--- src/rtl/wb_stage_n_pkg.sv ---
// Shared definitions for the writeback stage.
// - Scoreboard id width default (low index bits plus one wrap bit).
// - FSM state encodings for the redirect tracker.
// - sid_older(): age compare of two wrap-tagged scoreboard ids.
package wb_stage_n_pkg;

    localparam int unsigned ScoreboardSizeWidth = 3;
    localparam int unsigned SidWDefault         = ScoreboardSizeWidth + 1;

    localparam logic [0:0] StIdle = 1'b0;
    localparam logic [0:0] StPend = 1'b1;

    // a is older than b. Ids are zero-extended to 32 bits; w is the real id width.
    // With equal wrap bits the smaller index is older; across a wrap the
    // comparison inverts.
    function automatic logic sid_older(input logic [31:0] a, input logic [31:0] b,
                                       input int unsigned w);
        logic [31:0] msb_mask;
        logic [31:0] low_mask;
        logic        a_msb;
        logic        b_msb;
        msb_mask = 32'd1 << (w - 32'd1);
        low_mask = msb_mask - 32'd1;
        a_msb    = |(a & msb_mask);
        b_msb    = |(b & msb_mask);
        if (a_msb == b_msb) begin
            return (a & low_mask) < (b & low_mask);
        end
        return (a & low_mask) > (b & low_mask);
    endfunction

endpackage

--- src/rtl/wb_lane_reg.sv ---
// Single writeback lane register.
// Ports:
//   clk, rst_n            clock, synchronous active-low reset
//   in_*_i                incoming result payload for this lane
//   stall_i / flush_i     hold request / kill (flush_i already includes global kill)
//   capture_i             this lane's redirect was taken by the redirect tracker
//   valid_o, redirect_o   registered lane state
//   rd_o .. sid_o         registered payload (not reset)
module wb_lane_reg #(
    parameter int unsigned XLEN  = 64,
    parameter int unsigned SID_W = 4
) (
    input  logic             clk,
    input  logic             rst_n,
    input  logic             in_valid_i,
    input  logic             in_redirect_i,
    input  logic [4:0]       in_rd_i,
    input  logic [XLEN-1:0]  in_value_i,
    input  logic [XLEN-1:0]  in_redirect_pc_i,
    input  logic [SID_W-1:0] in_sid_i,
    input  logic             stall_i,
    input  logic             flush_i,
    input  logic             capture_i,
    output logic             valid_o,
    output logic             redirect_o,
    output logic [4:0]       rd_o,
    output logic [XLEN-1:0]  value_o,
    output logic [XLEN-1:0]  redirect_pc_o,
    output logic [SID_W-1:0] sid_o
);

    logic valid_d, valid_q;
    logic redirect_d, redirect_q;
    logic load;

    always_comb begin
        valid_d    = 1'b0;
        redirect_d = 1'b0;
        load       = 1'b0;
        if (flush_i) begin
            valid_d    = 1'b0;
            redirect_d = 1'b0;
        end else if (in_valid_i) begin
            valid_d    = 1'b1;
            redirect_d = in_redirect_i;
            load       = 1'b1;
        end else if (stall_i) begin
            valid_d    = valid_q;
            // A held redirect must not be offered again once taken.
            redirect_d = redirect_q & ~capture_i;
        end
    end

    always_ff @(posedge clk) begin
        if (!rst_n) begin
            valid_q    <= 1'b0;
            redirect_q <= 1'b0;
        end else begin
            valid_q    <= valid_d;
            redirect_q <= redirect_d;
        end
    end

    always_ff @(posedge clk) begin
        if (load) begin
            rd_o          <= in_rd_i;
            value_o       <= in_value_i;
            redirect_pc_o <= in_redirect_pc_i;
            sid_o         <= in_sid_i;
        end
    end

    assign valid_o    = valid_q;
    assign redirect_o = redirect_q;

endmodule

--- src/rtl/wb_stage_n.sv ---
// Multi-lane writeback stage with redirect arbitration.
// Ports:
//   clk, rst_n                 clock, synchronous active-low reset
//   in_valid_i/in_redirect_i   per-lane result present / result wants a redirect
//   in_rd_i, in_value_i,
//   in_redirect_pc_i, in_sid_i per-lane payload (packed, lane k at slice k)
//   stall_i, flush_i           per-lane hold / kill
//   flush_all_i                kill every lane and any pending redirect
//   wb_*_o                     registered writeback towards regfile/scoreboard
//   redirect_*_o               redirect request towards the frontend
//   redirect_ready_i           frontend accepts the redirect
module wb_stage_n
    import wb_stage_n_pkg::*;
#(
    parameter int unsigned LANES = 2,
    parameter int unsigned XLEN  = 64,
    parameter int unsigned SID_W = SidWDefault
) (
    input  logic                   clk,
    input  logic                   rst_n,
    input  logic [LANES-1:0]       in_valid_i,
    input  logic [LANES-1:0]       in_redirect_i,
    input  logic [LANES*5-1:0]     in_rd_i,
    input  logic [LANES*XLEN-1:0]  in_value_i,
    input  logic [LANES*XLEN-1:0]  in_redirect_pc_i,
    input  logic [LANES*SID_W-1:0] in_sid_i,
    input  logic [LANES-1:0]       stall_i,
    input  logic [LANES-1:0]       flush_i,
    input  logic                   flush_all_i,
    output logic [LANES-1:0]       wb_valid_o,
    output logic [LANES*5-1:0]     wb_rd_o,
    output logic [LANES*XLEN-1:0]  wb_value_o,
    output logic [LANES*SID_W-1:0] wb_sid_o,
    output logic                   redirect_valid_o,
    output logic [XLEN-1:0]        redirect_pc_o,
    output logic [SID_W-1:0]       redirect_sid_o,
    input  logic                   redirect_ready_i
);

    logic [LANES-1:0] valid_r, redirect_r;
    logic [SID_W-1:0] sid_r [LANES];
    logic [XLEN-1:0]  pc_r  [LANES];

    logic [LANES-1:0] flushed, pend_squash, cand_squash, eligible, cand_sel;
    logic             cand_found;
    logic [SID_W-1:0] cand_sid;
    logic [XLEN-1:0]  cand_pc;

    logic [0:0]       state_d, state_q;
    logic [XLEN-1:0]  redir_pc_d, redir_pc_q;
    logic [SID_W-1:0] redir_sid_d, redir_sid_q;

    for (genvar k = 0; k < LANES; k++) begin : g_lane
        wb_lane_reg #(
            .XLEN (XLEN),
            .SID_W(SID_W)
        ) u_lane (
            .clk             (clk),
            .rst_n           (rst_n),
            .in_valid_i      (in_valid_i[k]),
            .in_redirect_i   (in_redirect_i[k]),
            .in_rd_i         (in_rd_i[k*5 +: 5]),
            .in_value_i      (in_value_i[k*XLEN +: XLEN]),
            .in_redirect_pc_i(in_redirect_pc_i[k*XLEN +: XLEN]),
            .in_sid_i        (in_sid_i[k*SID_W +: SID_W]),
            .stall_i         (stall_i[k]),
            .flush_i         (flushed[k]),
            .capture_i       (cand_sel[k]),
            .valid_o         (valid_r[k]),
            .redirect_o      (redirect_r[k]),
            .rd_o            (wb_rd_o[k*5 +: 5]),
            .value_o         (wb_value_o[k*XLEN +: XLEN]),
            .redirect_pc_o   (pc_r[k]),
            .sid_o           (sid_r[k])
        );
        assign wb_sid_o[k*SID_W +: SID_W] = sid_r[k];
    end

    // Candidate selection and wrong-path squash.
    always_comb begin
        flushed     = flush_i | {LANES{flush_all_i}};
        pend_squash = '0;
        cand_squash = '0;
        cand_found  = 1'b0;
        cand_sid    = '0;
        cand_pc     = '0;
        cand_sel    = '0;
        for (int k = 0; k < LANES; k++) begin
            pend_squash[k] = (state_q == StPend) &&
                             sid_older(32'(redir_sid_q), 32'(sid_r[k]), SID_W);
        end
        eligible = valid_r & redirect_r & ~flushed & ~pend_squash;
        for (int k = 0; k < LANES; k++) begin
            if (eligible[k] &&
                (!cand_found || sid_older(32'(sid_r[k]), 32'(cand_sid), SID_W))) begin
                cand_found  = 1'b1;
                cand_sid    = sid_r[k];
                cand_pc     = pc_r[k];
                cand_sel    = '0;
                cand_sel[k] = 1'b1;
            end
        end
        // The candidate never squashes itself: its own sid is not younger.
        for (int k = 0; k < LANES; k++) begin
            cand_squash[k] = cand_found &&
                             sid_older(32'(cand_sid), 32'(sid_r[k]), SID_W);
        end
        wb_valid_o = valid_r & ~flushed & ~pend_squash & ~cand_squash;
    end

    // Redirect tracker. Any candidate is older than a held redirect (younger
    // ones are squashed above), so a candidate always replaces the held one.
    always_comb begin
        state_d     = state_q;
        redir_pc_d  = redir_pc_q;
        redir_sid_d = redir_sid_q;
        if (flush_all_i) begin
            state_d = StIdle;
        end else if (cand_found) begin
            state_d     = StPend;
            redir_pc_d  = cand_pc;
            redir_sid_d = cand_sid;
        end else if ((state_q == StPend) && redirect_ready_i) begin
            state_d = StIdle;
        end
    end

    always_ff @(posedge clk) begin
        if (!rst_n) begin
            state_q     <= StIdle;
            redir_pc_q  <= '0;
            redir_sid_q <= '0;
        end else begin
            state_q     <= state_d;
            redir_pc_q  <= redir_pc_d;
            redir_sid_q <= redir_sid_d;
        end
    end

    assign redirect_valid_o = (state_q == StPend);
    assign redirect_pc_o    = redir_pc_q;
    assign redirect_sid_o   = redir_sid_q;

endmodule

--- config.mk ---
export PLATFORM = sky130hd
export DESIGN_NAME = wb_stage_n
export DESIGN_NICKNAME = d
export VERILOG_FILES = /design/src/rtl/wb_stage_n_pkg.sv /design/src/rtl/wb_lane_reg.sv /design/src/rtl/wb_stage_n.sv
export SDC_FILE = /design/constraint.sdc
export NUM_CORES = 1
export LEC_CHECK = 0
export BUFFER_PORTS_ARGS = -buffer_cell sky130_fd_sc_hd__buf_2
export CORE_ASPECT_RATIO = 0.8
export CORE_MARGIN = 4
export CORE_UTILIZATION = 30
export DETAILED_ROUTE_END_ITERATION = 16
export GPL_TIMING_DRIVEN = 0
export PLACE_DENSITY = 0.53
export RECOVER_POWER = 50
export SETUP_SLACK_MARGIN = 0.15
export SLEW_MARGIN = 10
export SYNTH_ARGS = -nofsm -noshare
export SYNTH_HDL_FRONTEND = slang
export SYNTH_HIERARCHICAL = 1
export SYNTH_SLANG_ARGS = --single-unit
--- constraint.sdc ---
create_clock -name clk -period 9.28 [get_ports clk]
set_input_delay 1.856 -clock clk [delete_from_list [all_inputs] [get_ports clk]]
set_output_delay 1.856 -clock clk [all_outputs]
set_load 0.005 [all_outputs]
; ---- Word-level counts from Yosys, hierarchy flattened
; Index checks and enable logic that the tools add are counted.
[word_totals]
regBits = 347
latch_bits = 0
mem_bits_rw = 0
romBits = 0
output_inout_bits = 217
memories = 0
[op_classes]
n_addsub = 0
n_mul = 0
div = 0
order_cmp = 10
eq_ne = 7
shift = 0
mux = 37
bitwise_logic = 16
reduce_logical = 13
[ops]
columns = op, n
row1 = $mux 64, 2
row2 = $mux 1, 32
row3 = $gt 3x3->1, 5
row4 = $lt 3x3->1, 5
row5 = $and 2x2->2, 6
row6 = $mux 4, 2
row7 = $logic_and 1x1->1, 6
row8 = $not 2->2, 3
row9 = $reduce_or 2->1, 3
row10 = $eq 1x1->1, 5
row11 = $ne 2x2->1 const B, 2
row12 = $not 1->1, 4
row13 = $and 1x1->1, 2
row14 = $mux 2, 1
row15 = $or 2x2->2, 1
row16 = $reduce_and 2->1, 1
row17 = $reduce_bool 2->1, 1
row18 = $logic_not 1->1, 1
row19 = $logic_or 1x1->1, 1

; ---- Depth between registers and ports, before layout
[depth]
ltp_word = 19
depth_mapped = 22
mapped_depth_nobuf = 19

; ---- By module
; Netlist, hierarchy kept.
[by_module_without_submodules]
columns = mod, n_inst, cells_per_inst, area_each_um2
row1 = wb_lane_reg, 2, 146, 4195.3
row2 = wb_stage_n, 1, 405, 3963.8

; ---- Least setup slack after synthesis
; Ideal clock, no wire load.
[synth_timing]
path_type = input to register
start = in flush_all_i
end = reg g_lane[0].u_lane.rd_o[0], enable pin
setup_ps = 651
arrival_time_ps = 8127
t_required_ps = 8629
path_slack_ps = 502
stages = 3
path_cell_list = nor2_1 > inv_1 > nor2b_1
[synth_via]
elab_chain_cells = 2
[synth_rtl]
columns = item, line_no
row1 = from (decl), wb_stage_n.sv:29  ; input logic flush_all_i,
row2 = $or 2x2->2, wb_stage_n.sv:81  ; flushed = flush_i | {LANES{flush_all_i}};
row3 = net flushed[0], wb_stage_n.sv:44  ; logic [LANES-1:0] flushed, pend_squash, cand_squash, eligible, cand_sel;
row4 = $mux 1, wb_lane_reg.sv:40  ; if (flush_i) begin
row5 = net g_lane[0].u_lane.load, wb_lane_reg.sv:34  ; logic load;
row6 = to (signal assigned), wb_lane_reg.sv:66  ; rd_o <= in_rd_i;
row7 = to (decl), wb_lane_reg.sv:26  ; output logic [4:0] rd_o,
; The timed path passes the listed nets, and every way through them passes these cells.
; A chain may end at the register's enable or synchronous reset.

; ---- Worst setup path after layout
[layout_timing]
start = in flush_all_i
end = out wb_valid_o[1]
[layout_via]
elab_chain_cells = 17
word_cells_on_any_way = 28
[layout_rtl]
columns = item, line_no
row1 = $or 2x2->2 (*), wb_stage_n.sv:81
row2 = $not 2->2 (*), wb_stage_n.sv:92  ; eligible = valid_r & redirect_r & ~flushed & ~pend_squash;
row3 = $and 2x2->2 (*) (2 in a row), wb_stage_n.sv:92
row4 = $mux 4, wb_stage_n.sv:94  ; if (eligible[k] &&
row5 = $lt 3x3->1 or $eq 1x1->1 (tied branches), "wb_stage_n_pkg.sv:27, wb_stage_n_pkg.sv:26"
row6 = $mux 1, wb_stage_n_pkg.sv:26  ; if (a_msb == b_msb) begin
row7 = $mux 1, wb_stage_n_pkg.sv:29  ; return (a & low_mask) > (b & low_mask);
row8 = $logic_or 1x1->1, wb_stage_n.sv:95  ; (!cand_found || sid_older(32'(sid_r[k]), 32'(cand_sid), SID_W))) begin
row9 = $logic_and 1x1->1, wb_stage_n.sv:94
row10 = $mux 4 (*), wb_stage_n.sv:94
row11 = net cand_sid[2], wb_stage_n.sv:46  ; logic [SID_W-1:0] cand_sid;
row12 = $lt 3x3->1, wb_stage_n_pkg.sv:27  ; return (a & low_mask) < (b & low_mask);
row13 = $mux 1, wb_stage_n_pkg.sv:26
row14 = $mux 1 (*), wb_stage_n_pkg.sv:29
row15 = $logic_and 1x1->1 (*), wb_stage_n.sv:105  ; cand_squash[k] = cand_found &&
row16 = $not 2->2 (*), wb_stage_n.sv:108  ; wb_valid_o = valid_r & ~flushed & ~pend_squash & ~cand_squash;
row17 = $and 2x2->2 (*), wb_stage_n.sv:108
row18 = to (decl), wb_stage_n.sv:30  ; output logic [LANES-1:0] wb_valid_o,
; Mark *: on every way through the listed nets, which the timed path passes. The rest lies on a longest branch. The select of a mux whose other input is x is not followed.

==> qor.yml <==
drc: 0
synth_xor_area_share_pct: 0.415
clockRootBuffer: "clkbuf_16"
path_class: "in -> out"
topRoutingLayerUsed: "met5"
cts_max_level: 2
fin_setup_tns_ps: 0
crit_family: "buffers and inverters"
ir_drop_uv: 143
syn_nets: 995
first_iter_violations: 316
synth-edff-count: 274
area_delta_synth_final_pct: 36.6
cts_tree: "yes"
clkTransAtPathRegs_ps: 60
critPathBufInv: 6
hold_path_depth: 2
num_io_pins: 503
dr_wl_met2_um: 18300
via_count: 8191
worst_slack_ps: 893
antenna_left: 0
r2r_start: "g_lane[0].u_lane/sid_o[2]"
reg2reg_depth: 17
yosys-top-cells-count: "edfxtp_1 (274), dfxtp_1 (73), nor2_1 (72)"
synth.most_common_cell: "edfxtp_1"
rrSetupSlack_ps: 4630
wirelength_um: 37800
grt_max_degree: 34
cts_resized: 0
rsz0062_at_grt: "false"
post-dp-hpwl_um: 28500
worst_hold_path_type: "reg -> reg"
p_leak_uw: 0.00688
synth_area_leaders: "edfxtp_1 (67%), dfxtp_1 (12%), a221oi_2 (7.9%), and3_1 (3.6%), nor2_1 (2.2%)"
min_from: "g_lane[1].u_lane/redirect_pc_o[19]"
finalCritPeriodShare_pct: 90.4
synth_compound_area_share_pct: 9.86
wl_met1_um: 15500
wl_per_cell_um: 20.7
worstPathMaxFanout: 10
hold_buffers: 0
initial_core_util_pct: 30.4
max_cap_violations: 1
cts_buffers: 38
status: "finished, violations left"
rows: 66
synthMuxAreaShare_pct: 0
die-height_um: 190
grt_pass1_wl_um: 55500
cts_buffer_depth: 3
path_cells: "clkbuf_1 > nor2_1 > nand3_1 > nor3b_2 > buf_2 > buf_2 > nand2_1 > ha_1 > a21oi_1 > xnor2_1 > o22a_1 > a21o_4 > inv_4 > buf_4 > nand2_1 > nand2_1 > ha_1 > a21oi_1 > o21ai_0 > o31ai_2 > a31oi_1 > buf_2"
ys_seq_area_share_pct: 78.4
vias_per_cell: 4.48
dr.pass1.iters: 5
synthCells: 697
worstSetupEndpointType: "output port"
portBuffers: 502
holdPathEnd: "redirect_pc_o[19]"
slew_violations: 26
cp_data_arrival_time_ps: 6530
fmax_ghz: 0.119
fp.dieW_um: 235
gr-usage-all-layers_pct: 16.4
synthAdderAreaFrac_pct: 1.22
wl_met3_um: 3100
finalCriticalPeriod_ps: 8390
coreArea_mm2: 0.0406
startpoint_type: "input port"
cp.required_ps: 7420
cpPeakStageDelay_ps: 570
yosysTopAreaCell: "edfxtp_1"
synth_cell_types: 41
async_flop_share_pct: 0
slew_headroom_pct: -9.36
syn_area_per_cell_um2: 17.7
ys_warn_count: 6
synth_top_family_by_area: "compound AO/OA/AOI/OAI gates"
setup_viol: 0
syn_area_mm2: 0.0124
post_cts_buffers: 0
hold_viol: 0
ys_ff_latch: 347
violations: "max-capacitance violations, max-slew violations"
clock_skew_ps: 12.2
grt_antenna_before_repair: 13
worstReg2RegEnd: "redirect_pc_o[3]"
die_area_mm2: 0.0445
clk_latency_ps: 530
grt_overflow: 0
yosys.area_share.simple_pct: 7.80
gp_congestion: 0.759
ys.flop_type: "edfxtp_1"
grt_pass1_vias: 8685
layout.nets: 1547
numClockSinks: 347
synth_top_area_share_pct: 66.6
dp_slack_ps: 770
crit_slowest_cell: "nor3b_2"
p_per_area_mw_per_mm2: 202
drive_above_1_share_pct: 46.9
worstMarginPinSlew_ps: 1640
[cell families (layout without fill, tap and decap cells)]
logic type      count (synthesis)  in the layout
compound gates                 98             98
xor+xnor                        5              5
fa+ha+maj                      12             12
buf+inv                        48            630
flops                         347            347
other cells                     0              5
simple gates                  187            187
[sequential cells by signal (all words and copies together), names as in the netlist]
register / cells
g_lane.u_lane/valid_o: 2
redirect_pc_o: 64
g_lane.u_lane/redirect_o: 2
g_lane.u_lane/sid_o: 8
g_lane.u_lane/rd_o: 10
g_lane.u_lane/redirect_pc_o: 128
g_lane.u_lane/value_o: 128
redirect_valid_o: 1
redirect_sid_o: 4
[stage by stage]
step	hold WS [ps]	util [%]	cell area, um2	power, uW	instances
global route	514	41.5	16900	3550	1826
floorplan	457	-	12400	1830	697
finish	490	41.5	16900	3410	1828
global placement	470	38.3	15500	1950	1743
CTS	493	41.9	17000	3470	1823
detailed placement	479	38.8	15800	1940	1753
[routing by layer]
metal / track usage (%) / up-vias
met5: 0 / -
met4: 4.34 / 12
met3: 5.93 / 69
met2: 27.0 / 294
met1: 20.6 / 3969
li1: - / 3847
[placed cells by master (no fill, tap or decap), drive strengths merged, types with 2 or more instances in the layout]
cell type	count
a211oi	4
a21o	2
a21oi	13
a221oi	65
a31oi	5
and3	72
buf	471
bufinv	2
clkbuf	141
clkinv	2
clkinvlp	2
dfxtp	73
diode	5
edfxtp	274
ha	12
inv	12
nand2	18
nand2b	3
nand3	7
nand3b	3
nand4	3
nand4bb	2
nor2	73
nor2b	3
nor3	2
o21ai	3
xnor2	3
xor2	2
[final cells by class]
class	instances	area, um2
clock inverter	8	115
tap	544	681
fill	3884	23700
antenna	5	12.5
buffer	38	241
inverter	10	40.0
timing repair buffer	512	2580
multi-input combinational	302	2380
clock buffer	62	1130
sequential	347	9690
[power by group]
part | switching [uW] | total [uW] | internal [uW]
registers | 18.2 | 1760 | 1740
clock network | 610 | 1510 | 896
logic | 71.9 | 143 | 71.4
total | 701 | 3410 | 2710
[worst register-to-register path: stages (launching register included)]
cell	delay, ps
edfxtp_1	440
inv_1	110
ha_1	330
a21oi_1	320
a2111oi_2	130
nor3b_2	550
buf_2	460
buf_2	300
nand2_1	100
ha_1	290
a21oi_1	170
xnor2_1	140
o22a_1	210
a21o_4	280
inv_4	110
buf_4	230
a221oi_2	290
nor2_1	60
[worst max path at each step]
| stage | cells past startpoint | startpoint | slack (ps) | to |
|---|---|---|---|---|
| 2_1_floorplan | 3 | flush_all_i | 500 | g_lane[0].u_lane/rd_o[0] |
| 3_3_place_gp | 4 | flush_all_i | -3410 | g_lane[1].u_lane/redirect_pc_o[3] |
| 3_5_place_dp | 22 | flush_all_i | 770 | wb_valid_o[1] |
| 4_1_cts | 22 | flush_all_i | 770 | wb_valid_o[1] |
| 5_1_grt | 22 | flush_all_i | 480 | wb_valid_o[1] |
| 6_report | 22 | flush_all_i | 890 | wb_valid_o[1] |
(Power assumes the default switching activity.)
